## config.mk

```make
export PLATFORM = sky130hd
export DESIGN_NAME = uart_rx_flat
export DESIGN_NICKNAME = d
export VERILOG_FILES = /design/src/rtl/uart_rx_if.sv /design/src/rtl/uart_rx.sv /design/src/flat_wrapper.sv
export SDC_FILE = /design/constraint.sdc
export NUM_CORES = 1
export LEC_CHECK = 0
export ABC_CLOCK_PERIOD_IN_PS = 2200
export BUFFER_PORTS_ARGS = -buffer_cell sky130_fd_sc_hd__buf_2
export CORE_MARGIN = 2
export CORE_UTILIZATION = 45
export CTS_BUF_LIST = sky130_fd_sc_hd__clkbuf_2
export DETAILED_ROUTE_END_ITERATION = 8
export SLEW_MARGIN = 0
export SYNTH_ARGS = -nofsm -noshare
export SYNTH_HDL_FRONTEND = slang
export SYNTH_SLANG_ARGS = --single-unit
```

## constraint.sdc

```tcl
create_clock -name clk -period 2.2 [get_ports clk]
set_clock_uncertainty 0.05 [all_clocks]
set_input_delay 0.44 -clock clk [delete_from_list [all_inputs] [get_ports clk]]
set_output_delay 0.44 -clock clk [all_outputs]
set_load 0.01 [all_outputs]
```

## src/rtl/uart_rx_if.sv

```systemverilog
// UART receiver consumer-side bundle.
// Byte delivery, status flags and the read acknowledge.
interface uart_rx_if;
    logic [7:0] data_out;
    logic       data_valid;
    logic       data_ack;
    logic       frame_err;
    logic       overrun;
    logic       busy;

    modport master (
        output data_out,
        output data_valid,
        output frame_err,
        output overrun,
        output busy,
        input  data_ack
    );

    modport slave (
        input  data_out,
        input  data_valid,
        input  frame_err,
        input  overrun,
        input  busy,
        output data_ack
    );
endinterface

```

## src/rtl/uart_rx.sv

```systemverilog
// UART receiver, 8N1, oversampled by os_tick.
// Samples mid-bit and hands bytes to a single-entry output register.
module uart_rx #(
    parameter int OVERSAMPLE = 16
) (
    input  logic      clk,
    input  logic      rst,
    input  logic      os_tick,
    input  logic      rx,
    uart_rx_if.master bus
);
    localparam int W = $clog2(OVERSAMPLE);
    localparam logic [W-1:0] HALF_M1 = W'(OVERSAMPLE / 2 - 1);
    localparam logic [W-1:0] FULL_M1 = W'(OVERSAMPLE - 1);

    typedef enum logic [1:0] {
        IDLE,
        START,
        DATA,
        STOP
    } state_t;

    state_t       state, state_n;
    logic [W-1:0] os_cnt, os_cnt_n;
    logic [2:0]   bit_cnt, bit_cnt_n;
    logic [7:0]   shreg, shreg_n;
    logic         rx_m, rx_s, rx_p;
    logic         stop_hit;
    logic [7:0]   dout, dout_n;
    logic         dv, dv_n;
    logic         ovr, ovr_n;
    logic         ferr, ferr_n;

    // Two-flop synchronizer plus one delayed copy for edge detection.
    always_ff @(posedge clk or posedge rst) begin
        if (rst) begin
            rx_m <= 1'b1;
            rx_s <= 1'b1;
            rx_p <= 1'b1;
        end else begin
            rx_m <= rx;
            rx_s <= rx_m;
            rx_p <= rx_s;
        end
    end

    // Frame state, tick/bit counters and shift register.
    always_ff @(posedge clk or posedge rst) begin
        if (rst) begin
            state   <= IDLE;
            os_cnt  <= '0;
            bit_cnt <= '0;
            shreg   <= '0;
        end else begin
            state   <= state_n;
            os_cnt  <= os_cnt_n;
            bit_cnt <= bit_cnt_n;
            shreg   <= shreg_n;
        end
    end

    // Next-state: edge starts a frame, everything else moves on os_tick.
    always_comb begin
        state_n   = state;
        os_cnt_n  = os_cnt;
        bit_cnt_n = bit_cnt;
        shreg_n   = shreg;
        stop_hit  = 1'b0;
        unique case (state)
            IDLE: begin
                if (rx_p && !rx_s) begin
                    state_n  = START;
                    os_cnt_n = '0;
                end
            end
            START: begin
                if (os_tick) begin
                    if (os_cnt == HALF_M1) begin
                        os_cnt_n = '0;
                        if (rx_s) begin
                            state_n = IDLE;
                        end else begin
                            state_n   = DATA;
                            bit_cnt_n = '0;
                        end
                    end else begin
                        os_cnt_n = os_cnt + 1'b1;
                    end
                end
            end
            DATA: begin
                if (os_tick) begin
                    if (os_cnt == FULL_M1) begin
                        shreg_n   = {rx_s, shreg[7:1]};
                        os_cnt_n  = '0;
                        bit_cnt_n = bit_cnt + 1'b1;
                        if (bit_cnt == 3'd7) begin
                            state_n = STOP;
                        end
                    end else begin
                        os_cnt_n = os_cnt + 1'b1;
                    end
                end
            end
            STOP: begin
                if (os_tick) begin
                    if (os_cnt == FULL_M1) begin
                        stop_hit = 1'b1;
                        os_cnt_n = '0;
                        state_n  = IDLE;
                    end else begin
                        os_cnt_n = os_cnt + 1'b1;
                    end
                end
            end
            default: state_n = IDLE;
        endcase
    end

    // Output register update: ack frees the slot before a new byte lands.
    always_comb begin
        dout_n = dout;
        dv_n   = dv;
        ovr_n  = ovr;
        ferr_n = 1'b0;
        if (bus.data_ack && dv) begin
            dv_n  = 1'b0;
            ovr_n = 1'b0;
        end
        if (stop_hit) begin
            if (rx_s) begin
                if (!dv_n) begin
                    dout_n = shreg;
                    dv_n   = 1'b1;
                end else begin
                    ovr_n = 1'b1;
                end
            end else begin
                ferr_n = 1'b1;
            end
        end
    end

    // Registered consumer-facing outputs.
    always_ff @(posedge clk or posedge rst) begin
        if (rst) begin
            dout <= '0;
            dv   <= 1'b0;
            ovr  <= 1'b0;
            ferr <= 1'b0;
        end else begin
            dout <= dout_n;
            dv   <= dv_n;
            ovr  <= ovr_n;
            ferr <= ferr_n;
        end
    end

    assign bus.data_out   = dout;
    assign bus.data_valid = dv;
    assign bus.overrun    = ovr;
    assign bus.frame_err  = ferr;
    assign bus.busy       = (state != IDLE);
endmodule

```

## src/flat_wrapper.sv

```systemverilog
// flat-port wrapper written by rule: the top's interface ports become plain ports
module uart_rx_flat 
#(
    parameter int OVERSAMPLE = 16
)
  (clk, rst, os_tick, rx, bus_data_out, bus_data_valid, bus_frame_err, bus_overrun, bus_busy, bus_data_ack);
  uart_rx_if bus_i ();
  input  logic clk;
  input  logic rst;
  input  logic os_tick;
  input  logic rx;
  output wire logic [$bits(bus_i.data_out)-1:0] bus_data_out;
  output wire logic [$bits(bus_i.data_valid)-1:0] bus_data_valid;
  output wire logic [$bits(bus_i.frame_err)-1:0] bus_frame_err;
  output wire logic [$bits(bus_i.overrun)-1:0] bus_overrun;
  output wire logic [$bits(bus_i.busy)-1:0] bus_busy;
  input wire logic [$bits(bus_i.data_ack)-1:0] bus_data_ack;
  assign bus_data_out = bus_i.data_out;
  assign bus_data_valid = bus_i.data_valid;
  assign bus_frame_err = bus_i.frame_err;
  assign bus_overrun = bus_i.overrun;
  assign bus_busy = bus_i.busy;
  assign bus_i.data_ack = bus_data_ack;
  uart_rx #(.OVERSAMPLE(OVERSAMPLE)) u_core (.clk(clk), .rst(rst), .os_tick(os_tick), .rx(rx), .bus(bus_i));
endmodule
```

==> results.cfg, run 1 <==
[clock_network]
cts_resized = 0
cts_max_level = 2
numCtsBuffers = 5
clock_sinks = 31
cts_setup_buffers = 0
clk_pin_slew_worst_paths_ps = 150
root_buffer = clkbuf_2
clockBufferDepth = 2
ctsHoldBuffers = 0
insertion_delay_ps = 360
cts_tree = built

[synth]
synth_edf_count = 0
synth_top_family_by_area = simple AND/OR/NAND/NOR gates
synth_seq_area_share_pct = 55.6
async_flop_share_pct = 100
synth_mux_area_share_pct = 13.6
synth.avg_cell_area_um2 = 13.2
yosys.area.top_type = dfrtp_1
synth_ff_type = dfrtp_1
ys_seq_elements = 31
synthSimpleGateAreaFrac_pct = 14.0
yosys_warnings = 0
synth_xor_area_share_pct = 0
synth_nets = 114
synth-adder-area-share_pct = 2.68
synth_cells = 106
synth_top_cell_area_share_pct = 50.0
synthesis.area_mm2 = 0.00140
ys_types = 38
ys_top_cells_by_area = dfrtp_1 50%, mux2_2 14%, dfstp_2 5.6%
synth_compound_gate_area_share_pct = 11.5

[layout]
drive_gt1_share_pct = 41.4
area_growth_syn_to_layout_pct = 13.3
final_nets = 136
final_common_cell = dfrtp_1
final_cells = 161
diodes = 0
layout_common_cells = 28 x dfrtp_1, 17 x mux2_2, 16 x buf_2
fillers = 288

[critical_path]
worstReg2RegStart = u_core.os_cnt[1]$_DFFE_PP0P_
critical_path_class = reg2out
startpoint_type = flop
cp_top_family = flip-flops
r2r-end = u_core.bus.data_out[5]$_DFFE_PP0P_
cp.required_ps = 1710
r2r_cells = 5
cp_max_fo = 18
endpoint_kind = primary output
crit_arrival_ps = 1430
crit_chain = buf_4 > or2_2 > buf_2
cp_slowest_cell = dfrtp_1
critPathBufInv = 2
critPathMaxStageDelay_ps = 420
r2r_slack_ps = 350

[detailed_routing]
finalWirelength_um = 2540
wl_met2_um = 1120
drc_errors = 0
via_count = 933
dr.pass1.iters = 4
ant_nets = 0
drt_iter0_drc = 26
viasPerCell = 5.80
wl_met1_um = 1260
maxUsedRoutingLayer = met4
wl_per_cell_um = 15.8
wl_met3_um = 109

[sta]
finalCriticalPeriod_ps = 1920
slew_violations = 0
rsz0062_at_grt = false
finalCritPeriodShare_pct = 87.5
slew_headroom_pct = 74.7
final_hold_viol_count = 0
fmax_mhz = 520
tns_ps = 0
tightest_slew_ps = 379
setup-violations-final = 0
hold_ws_ps = 64.4

[floorplanning]
chipHeight_um = 59.8
start_util_pct = 46.7
core-area_mm2 = 0.00300
die_x_um = 59.8
ios = 17
num_rows = 20
dieArea_mm2 = 0.00358

[status]
status = finished clean

[job]
maxCapViolations = 0

[pwr]
p_total_mw = 1.51
max-vdd-ir-drop_v = 0.000629
power.leakage_nw = 0.767
powerDensity_mw_per_mm2 = 949

[grt]
grt_usage_pct = 17.4
gr-total-overflow = 0
grt_pass1_wl_um = 4420
grt_pass1_vias = 901
grt_max_degree = 32
antenna_found_initial = 0

[place]
port_buffers = 16
finalWeightedCongestion = 0.731
placedCellCount = 154
dpl.hpwl_um = 1780

[worst_hold_path]
hp-class = in2async
-- worst max path at each step --
stage | endpoint | from | cells past startpoint
2_1_floorplan | u_core.bus.data_out[0]$_DFFE_PP0P_ | u_core.os_cnt[0]$_DFFE_PP0P_ | 4
3_3_place_gp | u_core.bus.data_out[4]$_DFFE_PP0P_ | os_tick | 5
3_5_place_dp | u_core.bus.data_out[5]$_DFFE_PP0P_ | os_tick | 5
4_1_cts | bus_busy | u_core.state[0]$_DFFE_PP0P_ | 3
5_1_grt | bus_busy | u_core.state[0]$_DFFE_PP0P_ | 3
6_report | bus_busy | u_core.state[0]$_DFFE_PP0P_ | 3
-- layer usage --
layer	track usage, %	vias up
li1	-	444
met1	25.2	463
met2	22.8	19
met3	6.49	7
met4	7.62	0
met5	0	-
-- through the flow --
stage          setup slack, ps  utilization [%]  cell area, um^2
2_1_floorplan              410                -             1400
3_3_place_gp               368             50.9             1530
3_5_place_dp               315             50.9             1530
4_1_cts                    259             52.9             1590
5_1_grt                    195             52.9             1590
6_report                   275             52.9             1590
-- report_power, final --
group	switching (mW)	internal [mW]	leakage, nW	total, mW
registers	0.119	0.651	0.408	0.770
logic	0.180	0.173	0.319	0.354
clock network	0.192	0.192	0.0391	0.384
total	0.491	1.02	0.767	1.51
-- worst register-to-register path, cell delays in order (launching register included) --
cell	delay, ps
dfrtp_1	430
ha_1	190
nand4_1	170
nor4b_4	370
buf_4	210
mux2_2	340
-- cells in the mapped netlist (all sizes together), types with 2 or more instances --
cell     n
a21oi    2
a22o     2
a31oi    3
and2     2
buf      3
clkbuf   3
dfrtp   28
dfstp    3
ha       3
mux2    17
nand2    2
nand2b   3
nand3    2
nand4b   2
nor2     3
nor4b    2
o211ai   7
o21ai    2
or4b     2
-- final cells by class --
type | count | area [um^2] | area share [%]
clock inverters | 1 | 30.0 | 1.89
flip-flops and latches | 31 | 779 | 49.1
well taps | 33 | 41.3 | 2.60
repair buffers | 21 | 118 | 7.40
multi-input cells | 68 | 587 | 36.9
inverters | 1 | 3.75 | 0.236
clock buffers | 6 | 30.0 | 1.89
-- kinds of logic after synthesis --
logic type               count (synthesis)
AND/OR/NAND/NOR                         26
adder cells (fa/ha/maj)                  3
flip-flops                              31
buffers and inverters                    7
multiplexers                            17
AO/OA/AOI/OAI                           22
-- sequential cells by signal, indices dropped and copies added, names as in the netlist, named ones only --
| register | flops |
|---|---|
| u_core.shreg | 8 |
| u_core.bus.data_valid | 1 |
| u_core.bit_cnt | 3 |
| u_core.os_cnt | 4 |
| u_core.bus.overrun | 1 |
| u_core.rx_s | 1 |
| u_core.state | 1 |
| u_core.bus.data_out | 8 |
| u_core.rx_m | 1 |
| u_core.bus.frame_err | 1 |
| u_core.rx_p | 1 |
Power figures use the tool's default switching activity.
==> run 2, diff against run 1 <==
Settings changed: CORE_ASPECT_RATIO from default to 0.8.
==> run 2 against run 1 <==
Against the previous run:
- sequential share of layout area up 0.27 points
- hold slack better by 26 ps
- critical path depth up 2
- combinational power down 1%
- sequential power up 0.6%
- first-iteration DRC count up 54%
- via count up 0.96%
- fmax up 2.7%
- clock-buffer cell count unchanged
- cell area down 0.55%
- flip-flop and latch count unchanged
==> results.cfg, run 2 (synthesis gave the netlist of run 1 again) <==
[floorplanning]
num_rows = 18
die_x_um = 66.4
core-area_mm2 = 0.00304
start_util_pct = 46.1
chipHeight_um = 53.9
ios = 17
dieArea_mm2 = 0.00358

[pwr]
max-vdd-ir-drop_v = 0.000399
sequentialPowerShare_pct = 55.7
p_total_mw = 1.39
clock_power_share_pct = 19.2
power_frac_comb_pct = 25.1
power.leakage_nw = 0.757
switching_share_pct = 35.1
power_switching_mw = 0.488
p_int_mw = 0.905
powerDensity_mw_per_mm2 = 881

[detailed_routing]
dr.pass1.iters = 4
via_count = 942
drc_errors = 0
wl_met1_um = 1190
wl_per_cell_um = 14.7
viasPerCell = 5.57
drt_iter0_drc = 40
finalWirelength_um = 2480
wl_met3_um = 125
maxUsedRoutingLayer = met4
ant_nets = 0
wl_met2_um = 1140

[job]
maxCapViolations = 0

[clock_network]
cts_max_level = 2
clk_pin_slew_worst_paths_ps = 160
insertion_delay_ps = 350
clockBufferDepth = 2
numCtsBuffers = 5
ctsHoldBuffers = 0
cts_setup_buffers = 0
clock_sinks = 31
root_buffer = clkbuf_2
cts_tree = built
cts_resized = 0

[sta]
finalCriticalPeriod_ps = 1870
slew_headroom_pct = 74.7
fmax_mhz = 533
hold_ws_ps = 90.8
rsz0062_at_grt = false
tns_ps = 0
final_hold_viol_count = 0
setup-violations-final = 0
finalCritPeriodShare_pct = 85.2
tightest_slew_ps = 379
slew_violations = 0

[critical_path]
cp_slowest_cell = dfrtp_1
endpoint_kind = flop
startpoint_type = flop
cp_max_fo = 5
cp.required_ps = 2410
critPathBufInv = 1
critPathMaxStageDelay_ps = 420
crit_arrival_ps = 2080
cp_top_family = simple AND/OR/NAND/NOR gates
critical_path_class = reg2reg
crit_chain = ha_1 > nand4_1 > nor4b_4 > buf_4 > mux2_2

[status]
status = finished clean

[grt]
grt_pass1_wl_um = 4220
grt_pass1_vias = 879
grt_usage_pct = 16.6
grt_max_degree = 32
antenna_found_initial = 0
gr-total-overflow = 0

[place]
dpl.hpwl_um = 1840
port_buffers = 16
placed_area_mm2 = 0.00154
finalWeightedCongestion = 0.791

[layout]
drive_gt1_share_pct = 41.9
fillers = 273
diodes = 0
area_growth_syn_to_layout_pct = 12.7
layout_common_cells = 28 x dfrtp_1, 17 x mux2_2, 16 x buf_2
final_nets = 136
design_area_mm2 = 0.00158
final_common_cell = dfrtp_1

[worst_hold_path]
hp-class = in2async
==> run 2: cell count changes in the layout (fill, tap and decap cells not counted), sizes merged <==
cell | before | now
clkinvlp | 0 | 1
bufinv | 1 | 0
clkinv | 0 | 1
==> run 2: through the flow <==
stage               setup WS (ps)  cells  utilization [%]
floorplan                     410    106                -
global placement              344    161             50.6
detailed placement            286    161             50.6
CTS                           303    169             52.0
global route                  218    169             52.0
finish                        325    169             52.0
==> run 2: power groups by stage <==
stage	Sequential, mW	Clock, mW	Combinational, mW
finish	0.775	0.268	0.349
global route	0.797	0.318	0.394
CTS	0.773	0.283	0.353
detailed placement	0.783	0	0.352
global placement	0.781	0	0.338
floorplan	0.720	0	0.335
==> run 2: final timing paths <==
path | startpoint | end | slack, ps | cells past startpoint
min in group clk | rx | u_core.rx_m$_DFF_PP1_ | 120 | 1
worst max register to register | u_core.os_cnt[0]$_DFFE_PP0P_ | u_core.bus.data_out[0]$_DFFE_PP0P_ | 330 | 5
worst min register to register | u_core.rx_m$_DFF_PP1_ | u_core.rx_s$_DFF_PP1_ | 320 | 0
worst min-delay path | rst | u_core.bus.data_out[3]$_DFFE_PP0P_ | 90 | 3
max in group asynchronous | rst | u_core.rx_s$_DFF_PP1_ | 1700 | 3
worst max-delay path | u_core.os_cnt[0]$_DFFE_PP0P_ | u_core.bus.data_out[0]$_DFFE_PP0P_ | 330 | 5
==> run 2: routing by layer <==
layer	vias up	track usage [%]
li1	450	-
met1	466	20.9
met2	22	24.8
met3	4	7.74
met4	0	7.14
met5	-	0
==> run 2: final cells by class <==
class                   count  area [um^2]  area share [%]
clock buffers               6         30.0            1.90
clock inverters             2         12.5           0.792
multi-input cells          68          587            37.1
flip-flops and latches     31          779            49.3
well taps                  40         50.0            3.17
inverters                   1         3.75           0.238
repair buffers             21          118            7.44
==> run 2: worst reg2reg max path: stages (launching register included) <==
cell     delay [ps]
dfrtp_1         420
ha_1            200
nand4_1         180
nor4b_4         390
buf_4           220
mux2_2          340
==> run 3, diff against run 2 <==
Settings changed: CORE_UTILIZATION 45 to 59, PLACE_DENSITY from default to 0.82, SLEW_MARGIN 0 to 40.
==> run 3 against run 2 <==
Against the previous run:
- fmax down 1.3%
- largest power group unchanged
- highest routed layer unchanged
- final cell count shrank 9.5%
- critical endpoint is now u_core.bus.data_out[1]$_DFFE_PP0P_
- via count is 0.96% lower
- sequential share of layout area grew 0.16 points
==> results.cfg, run 3 (synthesis gave the netlist of run 1 again) <==
[grt]
gr-total-overflow = 0
grt_usage_pct = 19.8
antenna_found_initial = 0
grt_pass1_vias = 830
grt_max_degree = 32
grt_pass1_wl_um = 3780

[floorplanning]
core-area_mm2 = 0.00220
dieArea_mm2 = 0.00279
die_x_um = 58.5
ios = 17
num_rows = 15
start_util_pct = 63.9
chipHeight_um = 47.6

[clock_network]
numCtsBuffers = 5
cts_resized = 0
insertion_delay_ps = 360
clockBufferDepth = 2
cts_max_level = 2
clock_sinks = 31
clk_pin_slew_worst_paths_ps = 160
cts_tree = built
ctsHoldBuffers = 0
root_buffer = clkbuf_2
cts_setup_buffers = 0

[pwr]
power.leakage_nw = 0.763
power_switching_mw = 0.491
power_frac_comb_pct = 22.5
clock_power_share_pct = 25.3
max-vdd-ir-drop_v = 0.00113
switching_share_pct = 32.9
powerDensity_mw_per_mm2 = 948
sequentialPowerShare_pct = 52.1
p_int_mw = 1.00

[sta]
finalCritPeriodShare_pct = 86.3
tightest_slew_ps = 374
setup-violations-final = 0
hold_ws_ps = 60.5
slew_headroom_pct = 75.0
tns_ps = 0
finalCriticalPeriod_ps = 1900
final_hold_viol_count = 0
slew_violations = 0
fmax_mhz = 527
rsz0062_at_grt = false

[layout]
fillers = 151
diodes = 0
final_common_cell = dfrtp_1
drive_gt1_share_pct = 40.6
layout_common_cells = 28 x dfrtp_1, 17 x mux2_2, 16 x buf_2
final_nets = 135
area_growth_syn_to_layout_pct = 12.3

[critical_path]
cp_max_fo = 8
crit_arrival_ps = 2100
startpoint_type = flop
critical_path_class = reg2reg
cp.required_ps = 2400
endpoint_kind = flop

[worst_hold_path]
hp-class = in2async

[detailed_routing]
drt_iter0_drc = 28
maxUsedRoutingLayer = met4
viasPerCell = 6.10
wl_met1_um = 1180
finalWirelength_um = 2440
drc_errors = 0
ant_nets = 0
wl_met3_um = 120
wl_met2_um = 1080
via_count = 933
dr.pass1.iters = 4
wl_per_cell_um = 16.0

[place]
finalWeightedCongestion = 0.824
port_buffers = 16
dpl.hpwl_um = 1680

[job]
maxCapViolations = 0

[status]
status = finished clean
run 3: power groups by stage:
stage	combinational [mW]	sequential, mW	clock [mW]
after CTS	0.337	0.779	0.386
after global routing	0.375	0.798	0.406
after detailed placement	0.334	0.789	0
final	0.337	0.778	0.378
after global placement	0.316	0.781	0
after floorplan	0.335	0.720	0
run 3: worst max-delay path, cell delays in order, from the launching register on:
cell	delay, ps
dfrtp_1	420
ha_1	320
nand4_1	210
nor4b_4	240
buf_4	210
mux2_2	350
run 3: worst paths after layout:
check | start | slack (ps) | cells past startpoint | endpoint
min in group clk | rx | 110 | 1 | u_core.rx_m$_DFF_PP1_
setup reg to reg | u_core.os_cnt[0]$_DFFE_PP0P_ | 300 | 5 | u_core.bus.data_out[1]$_DFFE_PP0P_
hold reg to reg | u_core.rx_m$_DFF_PP1_ | 320 | 0 | u_core.rx_s$_DFF_PP1_
hold / removal | rst | 60 | 3 | asynchronous set/reset pin
setup / recovery | u_core.os_cnt[0]$_DFFE_PP0P_ | 300 | 5 | u_core.bus.data_out[1]$_DFFE_PP0P_
max in group asynchronous | rst | 1720 | 3 | u_core.rx_s$_DFF_PP1_
run 3: layer usage:
layer	GRT usage (%)	vias to the layer above
li1	-	447
met3	6.49	6
met5	0	-
met1	26.2	455
met2	27.6	25
met4	14.9	0
run 3: metrics by stage:
| step | cell area [um^2] | setup WS (ps) | instances | total power [mW] | utilization (%) |
|---|---|---|---|---|---|
| final | 1580 | 301 | 153 | 1.49 | 71.7 |
| after floorplan | 1400 | 410 | 106 | 1.05 | - |
| after CTS | 1580 | 306 | 153 | 1.50 | 71.7 |
| after global routing | 1580 | 209 | 153 | 1.58 | 71.7 |
| after detailed placement | 1510 | 329 | 145 | 1.12 | 68.8 |
| after global placement | 1510 | 407 | 145 | 1.10 | 68.8 |
run 3: final cells by class:
| cell class | count | area, um^2 | share of cell area (%) |
|---|---|---|---|
| Inverter | 1 | 3.75 | 0.238 |
| Tap cell | 25 | 31.3 | 1.99 |
| Clock inverter | 3 | 38.8 | 2.46 |
| Clock buffer | 5 | 25.0 | 1.59 |
| Multi-Input combinational cell | 68 | 587 | 37.3 |
| Timing Repair Buffer | 20 | 110 | 6.99 |
| Sequential cell | 31 | 779 | 49.5 |
